File: src/rtl/pcie_bridge_pkg.sv
// pcie_bridge_pkg: FSM states, TLP codes, completion status codes and header field helpers
package pcie_bridge_pkg;

    typedef enum logic [2:0] {IDLE, WR_ADDR_DATA, WR_RESP, RD_ADDR, RD_DATA, CPL} state_t;

    localparam logic [1:0] TLP_MRD  = 2'b00;
    localparam logic [1:0] TLP_MWR  = 2'b01;
    localparam logic [7:0] TLP_CPL  = 8'b000_01010;
    localparam logic [7:0] TLP_CPLD = 8'b010_01010;

    localparam logic [2:0] CPL_SC = 3'b000;
    localparam logic [2:0] CPL_UR = 3'b001;
    localparam logic [2:0] CPL_CA = 3'b100;

    function automatic logic [2:0] hdr_fmt(input logic [127:0] h);
        return h[127:125];
    endfunction

    function automatic logic [4:0] hdr_type(input logic [127:0] h);
        return h[124:120];
    endfunction

    function automatic logic [9:0] hdr_len(input logic [127:0] h);
        return h[105:96];
    endfunction

    function automatic logic [15:0] hdr_reqid(input logic [127:0] h);
        return h[95:80];
    endfunction

    function automatic logic [7:0] hdr_tag(input logic [127:0] h);
        return h[79:72];
    endfunction

    function automatic logic [3:0] hdr_lbe(input logic [127:0] h);
        return h[71:68];
    endfunction

    function automatic logic [3:0] hdr_fbe(input logic [127:0] h);
        return h[67:64];
    endfunction

    function automatic logic [63:0] hdr_addr(input logic [127:0] h);
        return h[125] ? {h[63:32], h[31:2], 2'b00} : {32'h0, h[63:34], 2'b00};
    endfunction

    function automatic logic [4:0] hdr_lo(input logic [127:0] h);
        return h[125] ? h[6:2] : h[38:34];
    endfunction

    function automatic logic [1:0] be_lead(input logic [3:0] be);
        return be[0] ? 2'd0 : be[1] ? 2'd1 : be[2] ? 2'd2 : 2'd3;
    endfunction

    function automatic logic [1:0] be_trail(input logic [3:0] be);
        return be[3] ? 2'd0 : be[2] ? 2'd1 : be[1] ? 2'd2 : 2'd3;
    endfunction

endpackage

File: src/rtl/pcie_cpl_builder.sv
// pcie_cpl_builder: assembles completion header, realigned read data and DW strobes
module pcie_cpl_builder
    import pcie_bridge_pkg::*;
#(
    parameter int HDR_W  = 128,
    parameter int DATA_W = 256,
    parameter int STRB_W = 8
) (
    input  logic [HDR_W-1:0]  req_hdr_i,
    input  logic [2:0]        status_i,
    input  logic [DATA_W-1:0] rdata_i,
    input  logic [15:0]       completer_id_i,
    output logic [HDR_W-1:0]  cpl_hdr_o,
    output logic [DATA_W-1:0] cpl_data_o,
    output logic [STRB_W-1:0] cpl_strb_o
);

    logic        with_data;
    logic [9:0]  len;
    logic [3:0]  fbe;
    logic [4:0]  lo;
    logic [1:0]  lead;
    logic [1:0]  trail;
    logic [11:0] byte_cnt;
    logic        unused_hdr;

    assign unused_hdr = ^req_hdr_i;

    // only a successful read carries data; error completions are header-only
    always_comb begin
        with_data  = status_i == CPL_SC;
        len        = hdr_len(req_hdr_i);
        fbe        = hdr_fbe(req_hdr_i);
        lo         = hdr_lo(req_hdr_i);
        lead       = be_lead(fbe);
        trail      = len == 10'd1 ? be_trail(fbe) : be_trail(hdr_lbe(req_hdr_i));
        byte_cnt   = (len == 10'd1 && fbe == 4'h0) ? 12'd1 : {len, 2'b00} - 12'(lead) - 12'(trail);
        cpl_hdr_o  = {with_data ? TLP_CPLD : TLP_CPL, 14'h0, with_data ? len : 10'd0,
                      completer_id_i, status_i, 1'b0, byte_cnt,
                      hdr_reqid(req_hdr_i), hdr_tag(req_hdr_i), 1'b0, lo, lead,
                      32'h0};
        cpl_data_o = with_data ? rdata_i >> {lo[2:0], 5'b0} : '0;
        cpl_strb_o = '0;
        for (int i = 0; i < STRB_W; i++)
            cpl_strb_o[i] = with_data && (10'(i) < len);
    end

endmodule

File: src/rtl/pcie_modport_bridge.sv
// pcie_modport_bridge: single-beat PCIe memory request TLPs to AXI4 master, read data back as completions
// Optional PCIE_BRIDGE_CXLIO_MCTP_EN adds a 1-deep MCTP packet buffer that shares the completion port.
module pcie_modport_bridge
    import pcie_bridge_pkg::*;
#(
    parameter int TLP_DATA_WIDTH = 256,
    parameter int TLP_HDR_WIDTH  = 128,
    parameter int TLP_STRB_WIDTH = 8,
    parameter int TLP_SEG_COUNT  = 1,
    parameter int AXI_DATA_WIDTH = 256,
    parameter int AXI_STRB_WIDTH = 32,
    parameter int AXI_ADDR_WIDTH = 64,
    parameter int AXI_ID_WIDTH   = 8
) (
    input  logic                      clk,
    input  logic                      rst,
    input  logic [TLP_DATA_WIDTH-1:0] rx_req_tlp_data_i,
    input  logic [TLP_HDR_WIDTH-1:0]  rx_req_tlp_hdr_i,
    input  logic [TLP_SEG_COUNT-1:0]  rx_req_tlp_valid_i,
    input  logic [TLP_SEG_COUNT-1:0]  rx_req_tlp_sop_i,
    input  logic [TLP_SEG_COUNT-1:0]  rx_req_tlp_eop_i,
    output logic                      rx_req_tlp_ready_o,
    output logic [TLP_DATA_WIDTH-1:0] tx_cpl_tlp_data_o,
    output logic [TLP_STRB_WIDTH-1:0] tx_cpl_tlp_strb_o,
    output logic [TLP_HDR_WIDTH-1:0]  tx_cpl_tlp_hdr_o,
    output logic [TLP_SEG_COUNT-1:0]  tx_cpl_tlp_valid_o,
    output logic [TLP_SEG_COUNT-1:0]  tx_cpl_tlp_sop_o,
    output logic [TLP_SEG_COUNT-1:0]  tx_cpl_tlp_eop_o,
    input  logic                      tx_cpl_tlp_ready_i,
    input  logic [15:0]               completer_id_i,
    input  logic [2:0]                max_payload_size_i,
`ifdef PCIE_BRIDGE_CXLIO_MCTP_EN
    input  logic [TLP_DATA_WIDTH-1:0] cxlio_mctp_req_data_i,
    input  logic [TLP_HDR_WIDTH-1:0]  cxlio_mctp_req_hdr_i,
    input  logic                      cxlio_mctp_en_i,
    input  logic [191:0]              cxlio_mctp_rsp_pkt_i,
`endif
    output logic                      status_error_cor_o,
    output logic                      status_error_uncor_o,
    output logic [AXI_ID_WIDTH-1:0]   m_axi_awid_o,
    output logic [AXI_ADDR_WIDTH-1:0] m_axi_awaddr_o,
    output logic [7:0]                m_axi_awlen_o,
    output logic [2:0]                m_axi_awsize_o,
    output logic [1:0]                m_axi_awburst_o,
    output logic                      m_axi_awlock_o,
    output logic [3:0]                m_axi_awcache_o,
    output logic [2:0]                m_axi_awprot_o,
    output logic                      m_axi_awvalid_o,
    input  logic                      m_axi_awready_i,
    output logic [AXI_DATA_WIDTH-1:0] m_axi_wdata_o,
    output logic [AXI_STRB_WIDTH-1:0] m_axi_wstrb_o,
    output logic                      m_axi_wlast_o,
    output logic                      m_axi_wvalid_o,
    input  logic                      m_axi_wready_i,
    input  logic [AXI_ID_WIDTH-1:0]   m_axi_bid_i,
    input  logic [1:0]                m_axi_bresp_i,
    input  logic                      m_axi_bvalid_i,
    output logic                      m_axi_bready_o,
    output logic [AXI_ID_WIDTH-1:0]   m_axi_arid_o,
    output logic [AXI_ADDR_WIDTH-1:0] m_axi_araddr_o,
    output logic [7:0]                m_axi_arlen_o,
    output logic [2:0]                m_axi_arsize_o,
    output logic [1:0]                m_axi_arburst_o,
    output logic                      m_axi_arlock_o,
    output logic [3:0]                m_axi_arcache_o,
    output logic [2:0]                m_axi_arprot_o,
    output logic                      m_axi_arvalid_o,
    input  logic                      m_axi_arready_i,
    input  logic [AXI_ID_WIDTH-1:0]   m_axi_rid_i,
    input  logic [AXI_DATA_WIDTH-1:0] m_axi_rdata_i,
    input  logic [1:0]                m_axi_rresp_i,
    input  logic                      m_axi_rlast_i,
    input  logic                      m_axi_rvalid_i,
    output logic                      m_axi_rready_o
);

    localparam int AX_W = AXI_ID_WIDTH + AXI_ADDR_WIDTH + 24;

    state_t                    state_q, state_d;
    logic                      ready_q, ready_d;
    logic [TLP_HDR_WIDTH-1:0]  hdr_q, hdr_d;
    logic [TLP_DATA_WIDTH-1:0] data_q, data_d;
    logic [AXI_DATA_WIDTH-1:0] rdata_q, rdata_d;
    logic [2:0]                status_q, status_d;
    logic                      aw_done_q, aw_done_d, w_done_q, w_done_d;
    logic                      cor_q, cor_d, uncor_q, uncor_d;

    logic [2:0]                rx_fmt;
    logic [9:0]                rx_len;
    logic [4:0]                rx_lo, q_lo;
    logic [9:0]                q_len;
    logic                      rx_accept, rx_ok, rx_posted;
    logic [AX_W-1:0]           ax_fields;
    logic [AXI_STRB_WIDTH-1:0] wstrb_c;
    logic                      cpl_sel, mctp_drop;
    logic [TLP_HDR_WIDTH-1:0]  cpl_hdr;
    logic [TLP_DATA_WIDTH-1:0] cpl_data;
    logic [TLP_STRB_WIDTH-1:0] cpl_strb;
    logic [TLP_HDR_WIDTH-1:0]  tx_hdr;
    logic [TLP_DATA_WIDTH-1:0] tx_data;
    logic [TLP_STRB_WIDTH-1:0] tx_strb;
    logic                      tx_valid;
    logic                      unused_ok;

    assign unused_ok = ^{hdr_q, q_lo, m_axi_bid_i, m_axi_rid_i, m_axi_rlast_i};

    assign rx_fmt    = hdr_fmt(rx_req_tlp_hdr_i);
    assign rx_len    = hdr_len(rx_req_tlp_hdr_i);
    assign rx_lo     = hdr_lo(rx_req_tlp_hdr_i);
    assign rx_posted = rx_fmt[1];
    assign rx_accept = rx_req_tlp_valid_i[0] & ready_q & rx_req_tlp_sop_i[0] & rx_req_tlp_eop_i[0];
    // a zero length field means 1024 DW, which is rejected along with everything above one beat
    assign rx_ok = (rx_fmt[2:1] == TLP_MRD || rx_fmt[2:1] == TLP_MWR) &&
                   hdr_type(rx_req_tlp_hdr_i) == 5'd0 && rx_len != 10'd0 && rx_len <= 10'd8 &&
                   (10'(rx_lo[2:0]) + rx_len) <= 10'd8 &&
                   16'({rx_len, 2'b00}) <= (16'd128 << max_payload_size_i);

    assign q_lo    = hdr_lo(hdr_q);
    assign q_len   = hdr_len(hdr_q);
    assign cpl_sel = state_q == CPL;

    // FSM next state, request capture and error pulse decisions
    always_comb begin
        state_d   = state_q;
        hdr_d     = hdr_q;
        data_d    = data_q;
        rdata_d   = rdata_q;
        status_d  = status_q;
        aw_done_d = aw_done_q | (m_axi_awvalid_o & m_axi_awready_i);
        w_done_d  = w_done_q | (m_axi_wvalid_o & m_axi_wready_i);
        cor_d     = mctp_drop;
        uncor_d   = 1'b0;
        case (state_q)
            IDLE: if (rx_accept) begin
                hdr_d    = rx_req_tlp_hdr_i;
                data_d   = rx_req_tlp_data_i;
                status_d = rx_ok ? CPL_SC : CPL_UR;
                state_d  = rx_ok ? (rx_posted ? WR_ADDR_DATA : RD_ADDR) : (rx_posted ? IDLE : CPL);
                cor_d    = mctp_drop | (!rx_ok & !rx_posted);
                uncor_d  = !rx_ok & rx_posted;
            end
            WR_ADDR_DATA: if (aw_done_d && w_done_d) begin
                state_d   = WR_RESP;
                aw_done_d = 1'b0;
                w_done_d  = 1'b0;
            end
            WR_RESP: if (m_axi_bvalid_i) begin
                state_d = IDLE;
                uncor_d = m_axi_bresp_i != 2'b00;
            end
            RD_ADDR: state_d = m_axi_arready_i ? RD_DATA : RD_ADDR;
            RD_DATA: if (m_axi_rvalid_i) begin
                rdata_d  = m_axi_rdata_i;
                status_d = m_axi_rresp_i != 2'b00 ? CPL_CA : CPL_SC;
                uncor_d  = m_axi_rresp_i != 2'b00;
                state_d  = CPL;
            end
            CPL: state_d = tx_cpl_tlp_ready_i ? IDLE : CPL;
            default: state_d = IDLE;
        endcase
        ready_d = state_q == IDLE && state_d == IDLE;
    end

    // state and captured request registers
    always_ff @(posedge clk or posedge rst) begin
        if (rst) begin
            state_q   <= IDLE;
            ready_q   <= 1'b0;
            hdr_q     <= '0;
            data_q    <= '0;
            rdata_q   <= '0;
            status_q  <= CPL_SC;
            aw_done_q <= 1'b0;
            w_done_q  <= 1'b0;
            cor_q     <= 1'b0;
            uncor_q   <= 1'b0;
        end else begin
            state_q   <= state_d;
            ready_q   <= ready_d;
            hdr_q     <= hdr_d;
            data_q    <= data_d;
            rdata_q   <= rdata_d;
            status_q  <= status_d;
            aw_done_q <= aw_done_d;
            w_done_q  <= w_done_d;
            cor_q     <= cor_d;
            uncor_q   <= uncor_d;
        end
    end

    // byte strobes of the payload once realigned to its DW offset in the 32-byte beat
    always_comb begin
        wstrb_c = '0;
        for (int i = 0; i < AXI_STRB_WIDTH / 4; i++)
            wstrb_c[i*4 +: 4] = (i < int'(q_lo[2:0]) || i >= int'(q_lo[2:0]) + int'(q_len)) ? 4'h0 :
                                (i == int'(q_lo[2:0])) ? hdr_fbe(hdr_q) :
                                (i == int'(q_lo[2:0]) + int'(q_len) - 1) ? hdr_lbe(hdr_q) : 4'hF;
    end

    assign ax_fields = {{AXI_ID_WIDTH{1'b0}}, AXI_ADDR_WIDTH'(hdr_addr(hdr_q) & ~64'h1f),
                        8'd0, 3'd5, 2'b01, 1'b0, 4'b0011, 3'b010};

    assign m_axi_awvalid_o = state_q == WR_ADDR_DATA && !aw_done_q;
    assign m_axi_wvalid_o  = state_q == WR_ADDR_DATA && !w_done_q;
    assign m_axi_arvalid_o = state_q == RD_ADDR;
    assign m_axi_bready_o  = state_q == WR_RESP;
    assign m_axi_rready_o  = state_q == RD_DATA;
    assign {m_axi_awid_o, m_axi_awaddr_o, m_axi_awlen_o, m_axi_awsize_o, m_axi_awburst_o,
            m_axi_awlock_o, m_axi_awcache_o, m_axi_awprot_o} = m_axi_awvalid_o ? ax_fields : '0;
    assign {m_axi_arid_o, m_axi_araddr_o, m_axi_arlen_o, m_axi_arsize_o, m_axi_arburst_o,
            m_axi_arlock_o, m_axi_arcache_o, m_axi_arprot_o} = m_axi_arvalid_o ? ax_fields : '0;
    assign m_axi_wdata_o = m_axi_wvalid_o ? AXI_DATA_WIDTH'(data_q << {q_lo[2:0], 5'b0}) : '0;
    assign m_axi_wstrb_o = m_axi_wvalid_o ? wstrb_c : '0;
    assign m_axi_wlast_o = m_axi_wvalid_o;

    pcie_cpl_builder #(
        .HDR_W  (TLP_HDR_WIDTH),
        .DATA_W (TLP_DATA_WIDTH),
        .STRB_W (TLP_STRB_WIDTH)
    ) u_cpl_builder (
        .req_hdr_i      (hdr_q),
        .status_i       (status_q),
        .rdata_i        (rdata_q),
        .completer_id_i (completer_id_i),
        .cpl_hdr_o      (cpl_hdr),
        .cpl_data_o     (cpl_data),
        .cpl_strb_o     (cpl_strb)
    );

`ifdef PCIE_BRIDGE_CXLIO_MCTP_EN
    logic                      mctp_full_q, mctp_full_d;
    logic [TLP_HDR_WIDTH-1:0]  mctp_hdr_q, mctp_hdr_d;
    logic [TLP_DATA_WIDTH-1:0] mctp_data_q, mctp_data_d;
    logic                      mctp_sel;
    logic                      unused_mctp;

    assign unused_mctp = ^cxlio_mctp_rsp_pkt_i;
    assign mctp_sel    = !cpl_sel && mctp_full_q;
    assign mctp_drop   = cxlio_mctp_en_i && mctp_full_q;

    // a full buffer only empties on its own handshake; new packets are taken only when empty
    always_comb begin
        mctp_full_d = mctp_full_q ? !(mctp_sel && tx_cpl_tlp_ready_i) : cxlio_mctp_en_i;
        mctp_hdr_d  = (!mctp_full_q && cxlio_mctp_en_i) ? cxlio_mctp_req_hdr_i : mctp_hdr_q;
        mctp_data_d = (!mctp_full_q && cxlio_mctp_en_i) ? cxlio_mctp_req_data_i : mctp_data_q;
    end

    // MCTP buffer registers
    always_ff @(posedge clk or posedge rst) begin
        if (rst) begin
            mctp_full_q <= 1'b0;
            mctp_hdr_q  <= '0;
            mctp_data_q <= '0;
        end else begin
            mctp_full_q <= mctp_full_d;
            mctp_hdr_q  <= mctp_hdr_d;
            mctp_data_q <= mctp_data_d;
        end
    end

    assign tx_valid = cpl_sel | mctp_sel;
    assign tx_hdr   = cpl_sel ? cpl_hdr : mctp_sel ? mctp_hdr_q : '0;
    assign tx_data  = cpl_sel ? cpl_data : mctp_sel ? mctp_data_q : '0;
    assign tx_strb  = cpl_sel ? cpl_strb : mctp_sel ? {TLP_STRB_WIDTH{1'b1}} : '0;
`else
    assign mctp_drop = 1'b0;
    assign tx_valid  = cpl_sel;
    assign tx_hdr    = cpl_sel ? cpl_hdr : '0;
    assign tx_data   = cpl_sel ? cpl_data : '0;
    assign tx_strb   = cpl_sel ? cpl_strb : '0;
`endif

    assign tx_cpl_tlp_valid_o   = {TLP_SEG_COUNT{tx_valid}};
    assign tx_cpl_tlp_sop_o     = {TLP_SEG_COUNT{tx_valid}};
    assign tx_cpl_tlp_eop_o     = {TLP_SEG_COUNT{tx_valid}};
    assign tx_cpl_tlp_hdr_o     = tx_hdr;
    assign tx_cpl_tlp_data_o    = tx_data;
    assign tx_cpl_tlp_strb_o    = tx_strb;
    assign rx_req_tlp_ready_o   = ready_q;
    assign status_error_cor_o   = cor_q;
    assign status_error_uncor_o = uncor_q;

endmodule

File: config.mk
export PLATFORM = sky130hd
export DESIGN_NAME = pcie_modport_bridge
export DESIGN_NICKNAME = d
export VERILOG_FILES = /design/src/rtl/pcie_bridge_pkg.sv /design/src/rtl/pcie_cpl_builder.sv /design/src/rtl/pcie_modport_bridge.sv
export SDC_FILE = /design/constraint.sdc
export NUM_CORES = 2
export LEC_CHECK = 0
export ABC_CLOCK_PERIOD_IN_PS = 33200
export BUFFER_PORTS_ARGS = -buffer_cell sky130_fd_sc_hd__buf_2
export CORE_AREA = 2 2 615 617
export DETAILED_ROUTE_END_ITERATION = 10
export DIE_AREA = 0 0 617 619
export GPL_ROUTABILITY_DRIVEN = 0
export GPL_TIMING_DRIVEN = 0
export PLACE_DENSITY = 0.32
export SYNTH_ARGS = -nofsm -noshare
export SYNTH_HDL_FRONTEND = slang
export SYNTH_SLANG_ARGS = --single-unit
File: constraint.sdc
create_clock -name clk -period 33.2 [get_ports clk]
set_input_delay 6.64 -clock clk [delete_from_list [all_inputs] [get_ports clk]]
set_output_delay 6.64 -clock clk [all_outputs]
set_load 0.01 [all_outputs]
* Yosys cells after proc, flatten, opt, wreduce, memory -nomap -nowiden
Index checks and enable logic that the tools add are counted.
** Storage, ports and cells
- Register bits after elaboration :: 649
- Bits of input ports :: 691
- Output and inout port bits :: 878
- Word-level logic and storage cells :: 194
** Cells by class
- $add $sub $neg :: 5
- $lt $le $gt $ge :: 26
- Eq/ne operators :: 23
- Shift operators :: 3
- Mux-type cells :: 73
- Bitwise operators :: 9
- Reduce and logical (&&, ||, !) cells :: 45
** Operators with widths (number)
- 256-bit 2-to-1 mux :: 3
- 256-bit by 8-bit << shifter with 256-bit output :: 1
- 256-bit by 8-bit >> shifter with 256-bit output :: 1
- 85-bit 2-to-1 mux :: 2
- 4-bit by 32-bit >= comparator with 1-bit output, first input constant :: 4
- 127-bit 2-to-1 mux :: 1
- 4-bit 2-to-1 mux :: 24
- 3-bit by 32-bit >= comparator with 1-bit output, first input constant :: 2
- 64-bit 2-to-1 mux :: 1
- 4-bit by 12-bit == test with 1-bit output, first input constant :: 4
- 3-bit by 10-bit less-than comparator with 1-bit output, first input constant :: 4
- 3-bit 2-to-1 mux :: 12
- 1-bit by 32-bit >= comparator with 1-bit output, first input constant :: 1
- 2-bit by 32-bit >= comparator with 1-bit output, first input constant :: 1
- 32-bit logical NOT :: 1
- 32-bit 2-to-1 mux :: 1
- 3-bit by 12-bit == test with 1-bit output, first input constant :: 2
- 12-bit by 2-bit subtractor with 12-bit output :: 2
- 10-bit by 4-bit <= comparator with 1-bit output, second input constant :: 2
- 1-bit by 10-bit less-than comparator with 1-bit output, first input constant :: 2
- 2-bit by 10-bit less-than comparator with 1-bit output, first input constant :: 2
- 1-bit logical AND :: 18
- 3-bit case mux with 6 select lines :: 1
- 12-bit by 16-bit <= comparator with 1-bit output :: 1
- 38 further kinds :: 91

* Depth between registers and ports, before layout
- Depth in word-level cells :: 12
- Depth in mapped cells :: 15

* By module
From an unflattened synthesis, not the netlist that was laid out.
** Second synthesis, totals
- Cells, all modules :: 6011
- Area, all modules :: 44745.4 sq um
** By module, submodules not included
- pcie_modport_bridge :: times used 1, cells each 4987, area each 37021.8 sq um
- pcie_cpl_builder :: times used 1, cells each 1024, area each 7723.7 sq um

* Least setup slack after synthesis
Ideal clock, no wire load.
- Path kind :: input to output
- From :: input port completer_id_i[0]
- To :: output port tx_cpl_tlp_hdr_o[80]
- Arrival time :: 6.786 ns
- Required time :: 26.560 ns
- Slack :: 19.774 ns
- Stages :: 1
- Path buffers :: 0
- Path through :: and2_1
** Between the ends
- Longest elaborated chain between the ends :: 1
** RTL lines
- from (decl) :: line pcie_modport_bridge.sv:30 : input logic [15:0] completer_id_i,
- 127-bit 2-to-1 mux :: line pcie_modport_bridge.sv:268 : assign tx_hdr = cpl_sel ? cpl_hdr : '0;
- to (decl) :: line pcie_modport_bridge.sv:25 : output logic [TLP_HDR_WIDTH-1:0] tx_cpl_tlp_hdr_o,
Every way passes these cells.

* Final worst setup path
- From :: input port completer_id_i[9]
- To :: output port tx_cpl_tlp_hdr_o[89]
Same word-level chain as after synthesis.

==> run metrics <==
largest net degree at the start of global routing 113; worst slack, placed 19.38 ns; drt wl/cell 34.9 um; Resize count post-CTS 0; CTS tree built; worst hold path type flip-flop to flip-flop; Starting Density 10.9%; Post-Syn Instances 5115; worst rel slew slack -1.09%; P_leak 30.1 nW; worst path arrival time 7.17 ns; leading area contributor after synthesis dfrtp_1; Max Fclk 0.0724 GHz; setup TNS 0 ns; synthesis-to-layout area growth 43.6%; FP Rows 225; worst setup path class input pin to primary output; WP data required 26.56 ns; Die ar. 382000 um2; Setup crit start kind input pin; multi-input logic area 22800 um2; share of cells above drive strength 1 31.9%; CORE AREA 375000 um2; Tot GR Track Use 20.9%; Worst-Skew Late Latency 0.85 ns; hold-fix buffers at CTS 0; register area 15700 um2; remaining antenna violation count 0; clock transition at the registers of the reported paths 0.06 ns; Remaining DRCs 0; flops & latches, synth 627; Ports 1569; drt total wl 416 mm; highest routing layer actually used met5; run status finished, violations left; top cells by count, synth 1661 x nand2_1, 627 x dfrtp_1, 434 x nor2_1; top cells by area, synth dfrtp_1 38%, nand2_1 15%, mux2i_1 9.4%, mux2_2 7.1%, nor2_1 4.0%; total gr overflow 0; final clock period utilization by the worst path 41.6%; number of synthesized flops with an enable pin 0; Final #Nets 7478; async set-or-reset flop fraction in the synthesized netlist 100%; Worst-Margin Slew 1.52 ns; CTS root buf clkbuf_16; Setup Skew 0.0705 ns; Critical-path top delay cell buf_2; vias in the first global route 47743; Die W 617 um; postcts setup bufs 0; register area share after synthesis 38.4%; Yosys top cell area share 38.4%; Max FO, Critical Path 1; Die Ht 619 um; Via density 4.03; metal3 WL 23.3 mm; port buffer count 1425; most common cell in the netlist nand2_1; 1st-pass router iterations 6; Final Hold Vio Count 0; wire length on met2 211 mm; Syn Area/Cell 8.00 um2; most used cell, CP buf_2; Netlist Area Pre-Place 40900 um2; VDD IR max 0.0479 mV; Final Power 6.88 mW; CP Capture Type primary output; slowest stage delay, CP 0.20 ns; Yosys Warn Count 0; H-tree depth 3; Final min period 13.81 ns; Max Transition Viols Final 12; TritonCTS buffer count 100; CTS max path bufs 4; Setup-failing EPs final 0; Post-DP HPWL 350 mm; Num Clock Sinks 627; Synth Flop Type dfrtp_1; Yosys cell types 82; pwr dens 117 nW/um2; maxcap violations 1; CP Cell Sequence buf_2 > and2_1 > buf_2; 1st-iter DRT viols 4927; Layout fillers 43205; RSZ-0062 raised after global routing no; total vias in the final route 47960; wl on met1 159 mm; Final WS setup 19.39 ns; failing checks max-capacitance violations, max-slew violations; global-route wire length before repair 520 mm; initial antenna violation count 159
-- power by group --
part	total, mW	switching [mW]	internal, mW	leakage, nW
Clock	1.12	0.461	0.659	1.60
Combinational	4.10	2.95	1.15	20.8
Sequential	1.66	0.534	1.13	7.71
Total	6.88	3.94	2.94	30.1
-- worst max-delay path: cells and delay by family --
kind                   cells  cell delay, ns
buffers and inverters      2            0.37
AND/OR/NAND/NOR            1            0.15
-- routing by layer --
metal | vias up | global-route usage (%)
li1 | 20383 | -
met1 | 24228 | 24.1
met2 | 2671 | 37.9
met3 | 656 | 2.97
met4 | 22 | 9.89
met5 | - | 0
-- final timing paths --
check | start | to | slack, ns | cells past startpoint
max | completer_id_i[9] | tx_cpl_tlp_hdr_o[89] | 19.39 | 3
max in group asynchronous | rst | data_q[175]$_DFFE_PP0P_ | 25.40 | 5
min | hdr_q[87]$_DFFE_PP0P_ | hdr_q[87]$_DFFE_PP0P_ | 0.47 | 2
min in group asynchronous | rst | rdata_q[204]$_DFFE_PP0P_ | 5.94 | 2
min reg2reg | hdr_q[87]$_DFFE_PP0P_ | hdr_q[87]$_DFFE_PP0P_ | 0.47 | 2
max reg2reg | state_q[0]$_DFF_PP0_ | status_error_uncor_o$_DFF_PP0_ | 28.60 | 8
-- cell usage in the layout, fill, tap and decap left out, drive strengths merged, types with 13 or more instances in the layout --
master	n
a32oi	30
a32o	34
nand3	204
nor2b	39
nand2b	38
o22ai	20
clkbuf	390
and3	148
nand2	1662
and2	122
diode	81
inv	34
mux2i	386
a211oi	142
a21oi	220
dfrtp	627
nor2	436
nor3	13
a31oi	32
mux2	259
ha	15
clkinv	17
o21ai	24
buf	1726
conb	110
-- registers in the layout, indices dropped and copies added, names as in the netlist --
name and count:
data_q 256, rdata_q 256, hdr_q 105, state_q 3, status_q 2, aw_done_q 1
rx_req_tlp_ready_o 1, status_error_cor_o 1, status_error_uncor_o 1, w_done_q 1
-- stage by stage --
stage / instance area (um2) / cells / hold slack [ns] / utilization, %
6_report: 58700 / 11914 / 0.471 / 15.7
3_5_place_dp: 55200 / 11661 / 0.454 / 14.7
5_1_grt: 58600 / 11864 / 0.478 / 15.6
3_3_place_gp: 54700 / 11643 / 0.456 / 14.6
4_1_cts: 58500 / 11833 / 0.468 / 15.6
2_1_floorplan: 41300 / 5224 / 0.437 / -
-- kinds of logic after synthesis --
family | after synthesis | share of synthesized area, %
and+or+nand+nor | 2690 | 27.9
muxes | 647 | 16.8
DFF | 627 | 38.4
buffers and inverters | 567 | 6.98
AOI/OAI and AO/OA | 551 | 9.03
adders and majority gates | 18 | 0.606
xor gates and xnor gates | 14 | 0.352
other | 1 | 0.00917
-- layout make-up --
| class | instances | share of cell area [%] |
|---|---|---|
| antenna | 81 | 0.345 |
| inverter | 31 | 0.215 |
| clock inverter | 35 | 0.869 |
| sequential | 627 | 26.7 |
| timing repair buffer | 1443 | 12.9 |
| tap | 4994 | 10.6 |
| multi-input combinational | 4030 | 38.8 |
| buffer | 536 | 4.73 |
| clock buffer | 137 | 4.77 |
(Power assumes the default switching activity.)
